<file path="src/rtl/rr_load_arb.sv">
// rtl/rr_load_arb.sv - round-robin arbiter loading a shared register with a per-grant hold window
module rr_load_arb #(
  parameter int W    = 8,
  parameter int HOLD = 2
) (
  input  logic           CLK,
  input  logic           RST,
  input  logic [3:0]     REQ,
  input  logic [4*W-1:0] D,
  input  logic           INH,
  output logic [W-1:0]   Q,
  output logic [3:0]     GNT,
  output logic           ACK,
  output logic           BUSY
);

  typedef enum logic {S_IDLE, S_HOLD} state_t;

  state_t     state;
  logic [1:0] ptr;
  logic [3:0] cnt;
  logic [1:0] win;
  logic [1:0] idx;
  logic       found;
  logic       decide;

  // First requester at or after ptr, wrapping modulo 4.
  always_comb begin
    win   = ptr;
    idx   = ptr;
    found = 1'b0;
    for (int k = 0; k < 4; k++) begin
      idx = ptr + 2'(k);
      if (!found && REQ[idx]) begin
        win   = idx;
        found = 1'b1;
      end
    end
  end

  assign decide = ((state == S_IDLE) || (cnt == 4'd0)) && !INH && (REQ != 4'd0);

  always_ff @(posedge CLK) begin
    if (RST) begin
      state <= S_IDLE;
      Q     <= '0;
      GNT   <= 4'd0;
      ACK   <= 1'b0;
      BUSY  <= 1'b0;
      ptr   <= 2'd0;
      cnt   <= 4'd0;
    end else if (decide) begin
      Q     <= D[int'(win)*W +: W];
      GNT   <= 4'd1 << win;
      ACK   <= 1'b1;
      BUSY  <= 1'b1;
      ptr   <= win + 2'd1;
      cnt   <= 4'(HOLD - 1);
      state <= S_HOLD;
    end else if (state == S_HOLD && cnt != 4'd0) begin
      cnt <= cnt - 4'd1;
      ACK <= 1'b0;
    end else if (state == S_HOLD) begin
      // Hold window expired with nobody eligible: release the grant, keep Q.
      state <= S_IDLE;
      GNT   <= 4'd0;
      BUSY  <= 1'b0;
      ACK   <= 1'b0;
    end else begin
      ACK <= 1'b0;
    end
  end

endmodule
</file>
<file path="config.mk">
export PLATFORM = sky130hd
export DESIGN_NAME = rr_load_arb
export DESIGN_NICKNAME = d
export VERILOG_FILES = /design/src/rtl/rr_load_arb.sv
export SDC_FILE = /design/constraint.sdc
export NUM_CORES = 1
export LEC_CHECK = 0
export CAP_MARGIN = 25
export CORE_ASPECT_RATIO = 1.5
export CORE_MARGIN = 5
export CORE_UTILIZATION = 41
export CTS_CLUSTER_DIAMETER = 50
export DETAILED_ROUTE_END_ITERATION = 10
export PLACE_DENSITY = 0.8
export SYNTH_ARGS = -nofsm -noshare
export SYNTH_HDL_FRONTEND = slang
export SYNTH_SLANG_ARGS = --single-unit
export TNS_END_PERCENT = 100
</file>
<file path="constraint.sdc">
create_clock -name CLK -period 2.25 [get_ports CLK]
set_input_delay 0.45 -clock CLK [delete_from_list [all_inputs] [get_ports CLK]]
set_output_delay 0.45 -clock CLK [all_outputs]
set_load 0.005 [all_outputs]
</file>
==> reports/qor.csv <==
metric,value,unit
status,finished clean,
gp_congestion,0.8135,
final-hold-violation-count,0,
cts-htree-levels,1,
die_w,53.27,um
grt_pass1_vias,1260,
slew_headroom,78.15,%
p_leak,0.6599,nW
finalNetCount,220,
power_density,591.1,nW/um^2
overflow,0,
timing.fmax,481.8,MHz
fin_tns_setup,0,ns
synth_area_per_cell,9.209,um^2
min_path_cells,2,
synth_top_area_cell,dfxtp_1,
cts_sinks,21,
rsz0062_at_grt,no,
grt_max_degree,20,
portBuffers,52,
synth_nets,165,
grt_pass1_wl,5.244,mm
ys_seq_elements,21,
fp.dieH,74.90,um
drive_above_1_share,10.61,%
yosys_warnings,0,
cp-startpoint,REQ[3],
maxSlewViolCount,0,
worstReg2RegStart,cnt[0],
diodes,0,
power_frac_comb,34.4,%
fin_crit,2.075,ns
layout_commonest_cell,clkdlybuf4s50_1,
wl,3.194,mm
seq_power_share,42.0,%
min_path_type,reg2reg,
p_sw_share,28.64,%
cap_violations,0,
cts_buffers,3,
cts_root_buffer,clkbuf_8,
crit_fanout,8,
netlist_area,1151,um^2
fin_worst_skew,0.002414,ns
wire_per_inst,14.79,um
hold-path-endpoint,BUSY,
clk_pin_slew,0.08,ns
track_usage,17.48,%
endpoint_kind,flop,
yosysSeqAreaShare,36.52,%
route.detailed.drc,0,
cp_data_required_time,2.42,ns
coreArea,2676,um^2
first_pass_iters,5,
area_growth,53.48,%
cts_tree,done,
reg2reg_setup_slack,0.25,ns
synth_top_area_share,36.52,%
clock_path_buffers,2,
ys_types,32,
worst_r2r_endpoint,Q[4],
rows,23,
mostFrequentLayoutCells,"52 x clkdlybuf4s50_1, 21 x dfxtp_1, 16 x mux2i_1, 11 x nor2_1",
ant_nets,0,
p_clk_share,23.6,%
fill_cells,228,
drt_iter0_markers,25,
timing.final.crit_share,92.24,%
setup_violations,0,
cts_setup_buffers,0,
cts.hold.buffers_added,0,
r2r_cells,7,
path_class,in2reg,
drt-vias-per-instance,5.403,
total_power,1.044,mW
fin_util,66.01,%
antenna_found_initial,0,
p_switching,299.1,uW
synthTopCellsByArea,"dfxtp_1 37%, mux2i_1 14%, nand3b_1 5.9%",
dpl.hpwl,2.606,mm
start_util,43.01,%
intPower,745.2,uW
worst_slew_pin_slew,0.3271,ns
dr_total_vias,1167,
hold_path.startpoint,BUSY,
irDropWorstVdd,0.2738,mV
netlist_instances,125,
cts_resized,0,
die_area,3989,um^2
clk_latency,0.26,ns
cp.arrival,2.24,ns
num_io_pins,53,
start_kind,primary input,
metal layers:
layer	track usage, %	routed length (um)	vias to the layer above
met1	17.91	1210	533
met3	6.139	287	8
met2	30.70	1634	57
met5	0	0	-
met4	8.807	61	0
li1	-	-	569
sequential cells by signal, indices dropped and copies added (netlist names):
signal  cells
ACK         1
BUSY        1
GNT         4
Q           8
cnt         4
ptr         2
state       1
critical path: stages:
cell and delay, ns:
clkdlybuf4s50_1 0.58, or3_1 0.16, o21ai_2 0.06, o31a_1 0.27, or3_1 0.45, o221ai_1 0.26
cell families after synthesis:
| group | count (synthesis) | share of synthesized area (%) |
|---|---|---|
| adder cells (fa/ha/maj) | 1 | 1.087 |
| multiplexers | 16 | 13.91 |
| flip-flops | 21 | 36.52 |
| AO/OA/AOI/OAI | 30 | 19.56 |
| buffers and inverters | 11 | 5.761 |
| XOR/XNOR | 1 | 0.7610 |
| AND/OR/NAND/NOR | 45 | 22.39 |
power groups by stage:
stage	Clock [mW]	Sequential [mW]	Combinational [mW]
6_report	0.246	0.439	0.360
5_1_grt	0.266	0.444	0.387
4_1_cts	0.246	0.439	0.361
3_5_place_dp	0	0.445	0.359
3_3_place_gp	0	0.445	0.349
2_1_floorplan	0	0.443	0.188
worst max-delay path by stage:
stage               endpoint  slack, ns
floorplan               Q[0]       0.52
finish                  Q[4]       0.17
detailed placement      Q[4]      -0.09
global route            Q[7]       0.12
global placement        Q[3]       0.02
CTS                     Q[4]       0.19
Yosys cell counts, drive strengths merged:
master / number
a21oi: 10
nor3: 2
o21ai: 4
buf: 5
dfxtp: 21
or2b: 1
and2: 1
ha: 1
mux2i: 16
inv: 3
nand2: 4
or3: 5
nor2b: 4
nand3: 6
nor2: 11
o211a: 1
clkbuf: 3
a211oi: 4
o31a: 1
nand3b: 9
o31ai: 1
xnor2: 1
and2b: 1
nor3b: 1
o221ai: 8
a211o: 1
cell type report:
cell class / count / area [um^2] / share of cell area (%)
Clock buffer: 3 / 41.29 / 2.337
Clock inverter: 1 / 5.005 / 0.2833
Multi-Input combinational cell: 93 / 664.4 / 37.61
Sequential cell: 21 / 420.4 / 23.80
Tap cell: 37 / 46.29 / 2.620
Inverter: 3 / 11.26 / 0.6374
Timing Repair Buffer: 58 / 578.1 / 32.72
metrics by stage:
| stage | std cells | cell area [um^2] | hold WS, ns | setup WS (ns) |
|---|---|---|---|---|
| 6_report | 216 | 1767 | 0.4614 | 0.1746 |
| 5_1_grt | 216 | 1767 | 0.5003 | 0.1212 |
| 4_1_cts | 216 | 1767 | 0.4653 | 0.1899 |
| 3_5_place_dp | 212 | 1720 | 0.4531 | -0.09408 |
| 3_3_place_gp | 212 | 1720 | 0.4473 | 0.02458 |
| 2_1_floorplan | 125 | 1151 | 0.4527 | 0.5214 |
(Power assumes the default switching activity.)
==> RTL edit 1, RTL diff (same settings) <==
Change the parameter `W` from 8 to 9.
--- a/src/rtl/rr_load_arb.sv
+++ b/src/rtl/rr_load_arb.sv
@@ -1,6 +1,6 @@
 // rtl/rr_load_arb.sv - round-robin arbiter loading a shared register with a per-grant hold window
 module rr_load_arb #(
-  parameter int W    = 8,
+  parameter int W    = 9,
   parameter int HOLD = 2
 ) (
   input  logic           CLK,
Ports: changed (resized D and Q); port bits go from 53 to 58. No check against the original RTL was run, so the function may have changed too.
==> RTL edit 1 against the original RTL <==
- cell area up 14%
- wire length rose by 9.0%
- sequential cell count increased by 1
- worst setup slack gained 0.015 ns
- total power is 20% higher
- cell count up 8.8%
- synthesized area increased by 11%
- maximum frequency grew 0.74%
- clock skew grew 0.0031 ns
- non-clock buffer count increased by 11
- highest routed layer unchanged
- count of clock-buffer cells in the layout did not move
- largest power group unchanged
- critical path depth is 1 higher
- largest cell class unchanged
- critical path type unchanged
==> RTL edit 1: results <==
{
  "vias_per_cell": 5.43,
  "critical_path.startpoint": "REQ[0]",
  "most_frequent_cells_after_synthesis": "22 x sky130_fd_sc_hd__dfxtp_1, 18 x sky130_fd_sc_hd__mux2i_1, 11 x sky130_fd_sc_hd__nor2_1",
  "grt_start_max_net_pins": 19,
  "seq_area_frac_synth_pct": 34.5,
  "number_of_buffers_added_on_ports": 57,
  "drive_gt1_share_pct": 16.8,
  "detailed_place.area_sq_um": 1940,
  "top_regs": "Q: 9 flops, GNT: 4 flops, cnt: 4 flops",
  "worst_pin_slew_ns": 0.321,
  "timing.final.crit_period_ns": 2.06,
  "wl_per_cell_microns": 14.8,
  "synthCells": 131,
  "rr_worst_depth": 8,
  "first_global_vias": 1370,
  "timing.rr.end": "Q[7]",
  "vdd.ir_drop.worst_uv": 414,
  "dp.cells": 231,
  "power_leakage_nw": 0.761,
  "syn-num-nets": 175,
  "cts_max_level": 1,
  "synth_top_cells_by_area": "sky130_fd_sc_hd__dfxtp_1 35%, sky130_fd_sc_hd__mux2i_1 14%, sky130_fd_sc_hd__o221ai_2 11%",
  "maximum_clock_path_buffer_count": 2,
  "clk_pin_slew_ns": 0.09,
  "worst-r2r-setup-slack_ns": 0.36,
  "detailed_place_hpwl_mm": 2.86,
  "drt_pre_antenna_iters": 4,
  "finalWeightedCongestion": 0.893,
  "gr-usage-all-layers_pct": 16.8,
  "critPathArrivalTime_ns": 2.21,
  "worstHoldPathCells": 2,
  "status": "completed",
  "hold_worst_slack_ns": 0.461,
  "launch_instance_of_the_worst_register_to_register_path": "cnt[0]",
  "clock-skew-final_ns": 0.00555,
  "dpl_worst_slack_ns": -0.120,
  "cts_inserted_buffers": 3,
  "critical_path.max_stage_delay_ns": 0.48,
  "cp_max_delay_cell": "sky130_fd_sc_hd__clkdlybuf4s50_1",
  "cpLargestDelayFamily": "buffers and inverters",
  "cts.repair_timing.setup_buffer_count": 0,
  "insertion_delay_ns": 0.27,
  "fin_nets": 241,
  "min-delay-path-class": "reg2reg",
  "filler_cell_count_in_the_final_layout": 245,
  "routed_wire_length_mm": 3.48,
  "drt_first_iter_violations": 20,
  "ctsResizeCount": 0,
  "power.net_switching_uw": 341,
  "critPathMaxFanout": 18,
  "grt_pass1_wl_mm": 6.02,
  "postSynth.topFlopCell": "sky130_fd_sc_hd__dfxtp_1",
  "synth_cell_types": 33
}
## RTL edit 1: cell count changes after synthesis, sizes merged, moves of 2 or more
cell / delta
nor2b: -2
mux2i: +2
inv: +2
a21o: +2
nand2b: +3
o21ai: -3
## RTL edit 1: worst reg2reg max path: stages (launching register included)
cell and delay, ns:
sky130_fd_sc_hd__dfxtp_1 0.34, sky130_fd_sc_hd__inv_1 0.06, sky130_fd_sc_hd__ha_1 0.17, sky130_fd_sc_hd__nor3b_2 0.22
sky130_fd_sc_hd__nand2b_2 0.19, sky130_fd_sc_hd__nand2_2 0.09, sky130_fd_sc_hd__or3_1 0.36, sky130_fd_sc_hd__buf_4 0.20
sky130_fd_sc_hd__o221ai_2 0.18
## RTL edit 1: power groups by stage
stage	clock, mW	sequential, mW	combinational, mW
finish	0.375	0.462	0.417
global route	0.391	0.468	0.454
CTS	0.375	0.461	0.422
detailed placement	0	0.469	0.420
global placement	0	0.468	0.405
floorplan	0	0.466	0.226
## RTL edit 1: routing by layer
| metal | vias up | GRT usage (%) | routed length, microns |
|---|---|---|---|
| li1 | 616 | - | - |
| met1 | 593 | 17.5 | 1300 |
| met2 | 56 | 30.7 | 1780 |
| met3 | 10 | 4.93 | 298 |
| met4 | 0 | 7.54 | 93 |
| met5 | - | 0 | 0 |
## RTL edit 1: kinds of logic after synthesis
kind of cell / synth area share, %
AOI/OAI and AO/OA: 23.8
xor gates and xnor gates: 0.686
adders and majority gates: 0.980
buffers and inverters: 5.88
DFF: 34.5
muxes: 14.1
and+or+nand+nor: 20.0
## RTL edit 1: final cells by class
cell class	instances	area (sq um)	area share (%)
clock buffer	3	41.3	2.05
clock inverter	1	30.0	1.49
inverter	5	18.8	0.932
multi-input combinational	96	761	37.8
sequential	22	440	21.9
tap	39	48.8	2.42
timing repair buffer	69	673	33.4
==> RTL edit 2, RTL diff (same flow settings) <==
Without the edit above. Make the reset (`RST`) asynchronous in one clocked block.
--- a/src/rtl/rr_load_arb.sv
+++ b/src/rtl/rr_load_arb.sv
@@ -40,7 +40,7 @@
 
   assign decide = ((state == S_IDLE) || (cnt == 4'd0)) && !INH && (REQ != 4'd0);
 
-  always_ff @(posedge CLK) begin
+  always_ff @(posedge CLK or posedge RST) begin
     if (RST) begin
       state <= S_IDLE;
       Q     <= '0;
Formal check against the unedited RTL: differs if RST is asserted again (counterexample within 4 cycles, from zero or initial values and one cycle with RST high); with RST held inactive, the same outputs for 10 cycles.
==> RTL edit 2 against the original RTL <==
- non-clock buffer count grew 13
- critical path type unchanged
- worst hold slack gained 0.030 ns
- die area grew 15%
- worst setup slack lost 0.037 ns
- via count grew 14%
- cell count grew 11%
- cell area grew 20%
- wire length grew 27%
- count of clock-buffer cells in the layout is the same
- maximum frequency shrank 1.8%
- synthesized area grew 18%
- largest cell class unchanged
- sequential cell count is the same
Power is not compared: it rests on default switching activity, and its combinational part moved more than twofold at a synthesized area within 25%.
==> RTL edit 2: results <==
{
  "status": "completed",
  "timing.rr.end": "Q[6]",
  "wl_met3_microns": 171,
  "syn-num-nets": 172,
  "synth_top_cells_by_area": "sky130_fd_sc_hd__dfrtp_1 39%, sky130_fd_sc_hd__mux4_2 5.0%, sky130_fd_sc_hd__a21oi_1 3.7%",
  "grt_pass1_wl_mm": 6.64,
  "holdCritStartpoint": "GNT[3]",
  "routed_wire_length_mm": 4.04,
  "filler_cell_count_in_the_final_layout": 261,
  "seq_area_frac_synth_pct": 38.8,
  "critPathArrivalTime_ns": 2.26,
  "worstHoldPathCells": 1,
  "worstHoldEndpoint": "GNT[3]",
  "synthXorXnorAreaFrac_pct": 0.646,
  "synth_compound_gate_area_share_pct": 28.6,
  "launch_instance_of_the_worst_register_to_register_path": "ptr[1]",
  "postSynth.topFlopCell": "sky130_fd_sc_hd__dfrtp_1",
  "synth_cell_types": 41,
  "asyncSetResetFlopFracSynth_pct": 100,
  "synth.mux.area_fraction_pct": 8.22,
  "rr_worst_depth": 5,
  "worst_pin_slew_ns": 0.606,
  "clock-skew-final_ns": 0.00200,
  "drive_gt1_share_pct": 20.1,
  "finalWeightedCongestion": 0.842,
  "vias_per_cell": 5.57,
  "drt_pre_antenna_iters": 4,
  "gr-usage-all-layers_pct": 18.2,
  "hold_worst_slack_ns": 0.491,
  "route.met2.wl_mm": 2.28,
  "worst-r2r-setup-slack_ns": 0.16,
  "detailed_place_hpwl_mm": 3.18,
  "grt_start_max_net_pins": 22,
  "yosys.area_share.adder_pct": 1.85
}
==> RTL edit 2: cells by family after synthesis <==
| logic type | Yosys count |
|---|---|
| xor+xnor | 1 |
| fa+ha+maj | 2 |
| simple gates | 38 |
| mux | 7 |
| flops | 21 |
| buf+inv | 13 |
| compound gates | 49 |
==> RTL edit 2: final cells by class <==
type                       instances  area, sq um  area share, %
clock inverter                     1         7.51          0.355
clock buffer                       3         41.3           1.95
inverter                           6         22.5           1.07
timing repair buffer              71          672           31.8
multi-input combinational         97          793           37.6
tap                               40         50.0           2.37
sequential                        21          526           24.9
==> RTL edit 2: power by group through the flow <==
stage	registers, mW	clock network [mW]	logic (mW)
after floorplan	0.664	0	0.722
after global placement	0.689	0	1.22
after detailed placement	0.701	0	1.26
after CTS	0.701	0.260	1.28
after global routing	0.733	0.273	1.43
final	0.708	0.252	1.30
==> RTL edit 2: repair_timing <==
item,in CTS,in global routing
setup endpoints to repair,3,9
hold endpoints to repair,0,0
gates resized for setup,2,7
cloned,0,0
pin swaps,0,0
==> RTL edit 2: worst max-delay path, delay by kind of cell <==
kind	cells	cell delay (ns)
buf+inv	2	0.75
compound gates	4	1.01
simple gates	1	0.05
==> RTL edit 2: layer usage <==
metal	GRT usage, %	vias up
li1	-	633
met1	19.8	656
met2	33.6	37
met3	3.70	6
met4	7.19	0
met5	0	-
==> RTL edit 2: per-stage QoR <==
step                      instance area, sq um  setup TNS (ns)  std cells
after floorplan                           1360               0        131
after global placement                    2020           -1.70        235
after detailed placement                  2020           -2.53        235
after CTS                                 2080               0        239
after global routing                      2110          -0.244        239
final                                     2110               0        239
==> RTL edit 2: how the worst max path moves through the flow <==
| stage | from | endpoint | slack (ns) |
|---|---|---|---|
| 3_5_place_dp | REQ[3] | Q[4] | -0.40 |
| 5_1_grt | REQ[2] | Q[1] | -0.06 |
| 4_1_cts | REQ[3] | Q[6] | 0.02 |
| 3_3_place_gp | REQ[3] | Q[3] | -0.29 |
| 6_report | REQ[1] | Q[0] | 0.14 |
| 2_1_floorplan | REQ[0] | Q[3] | 0.23 |
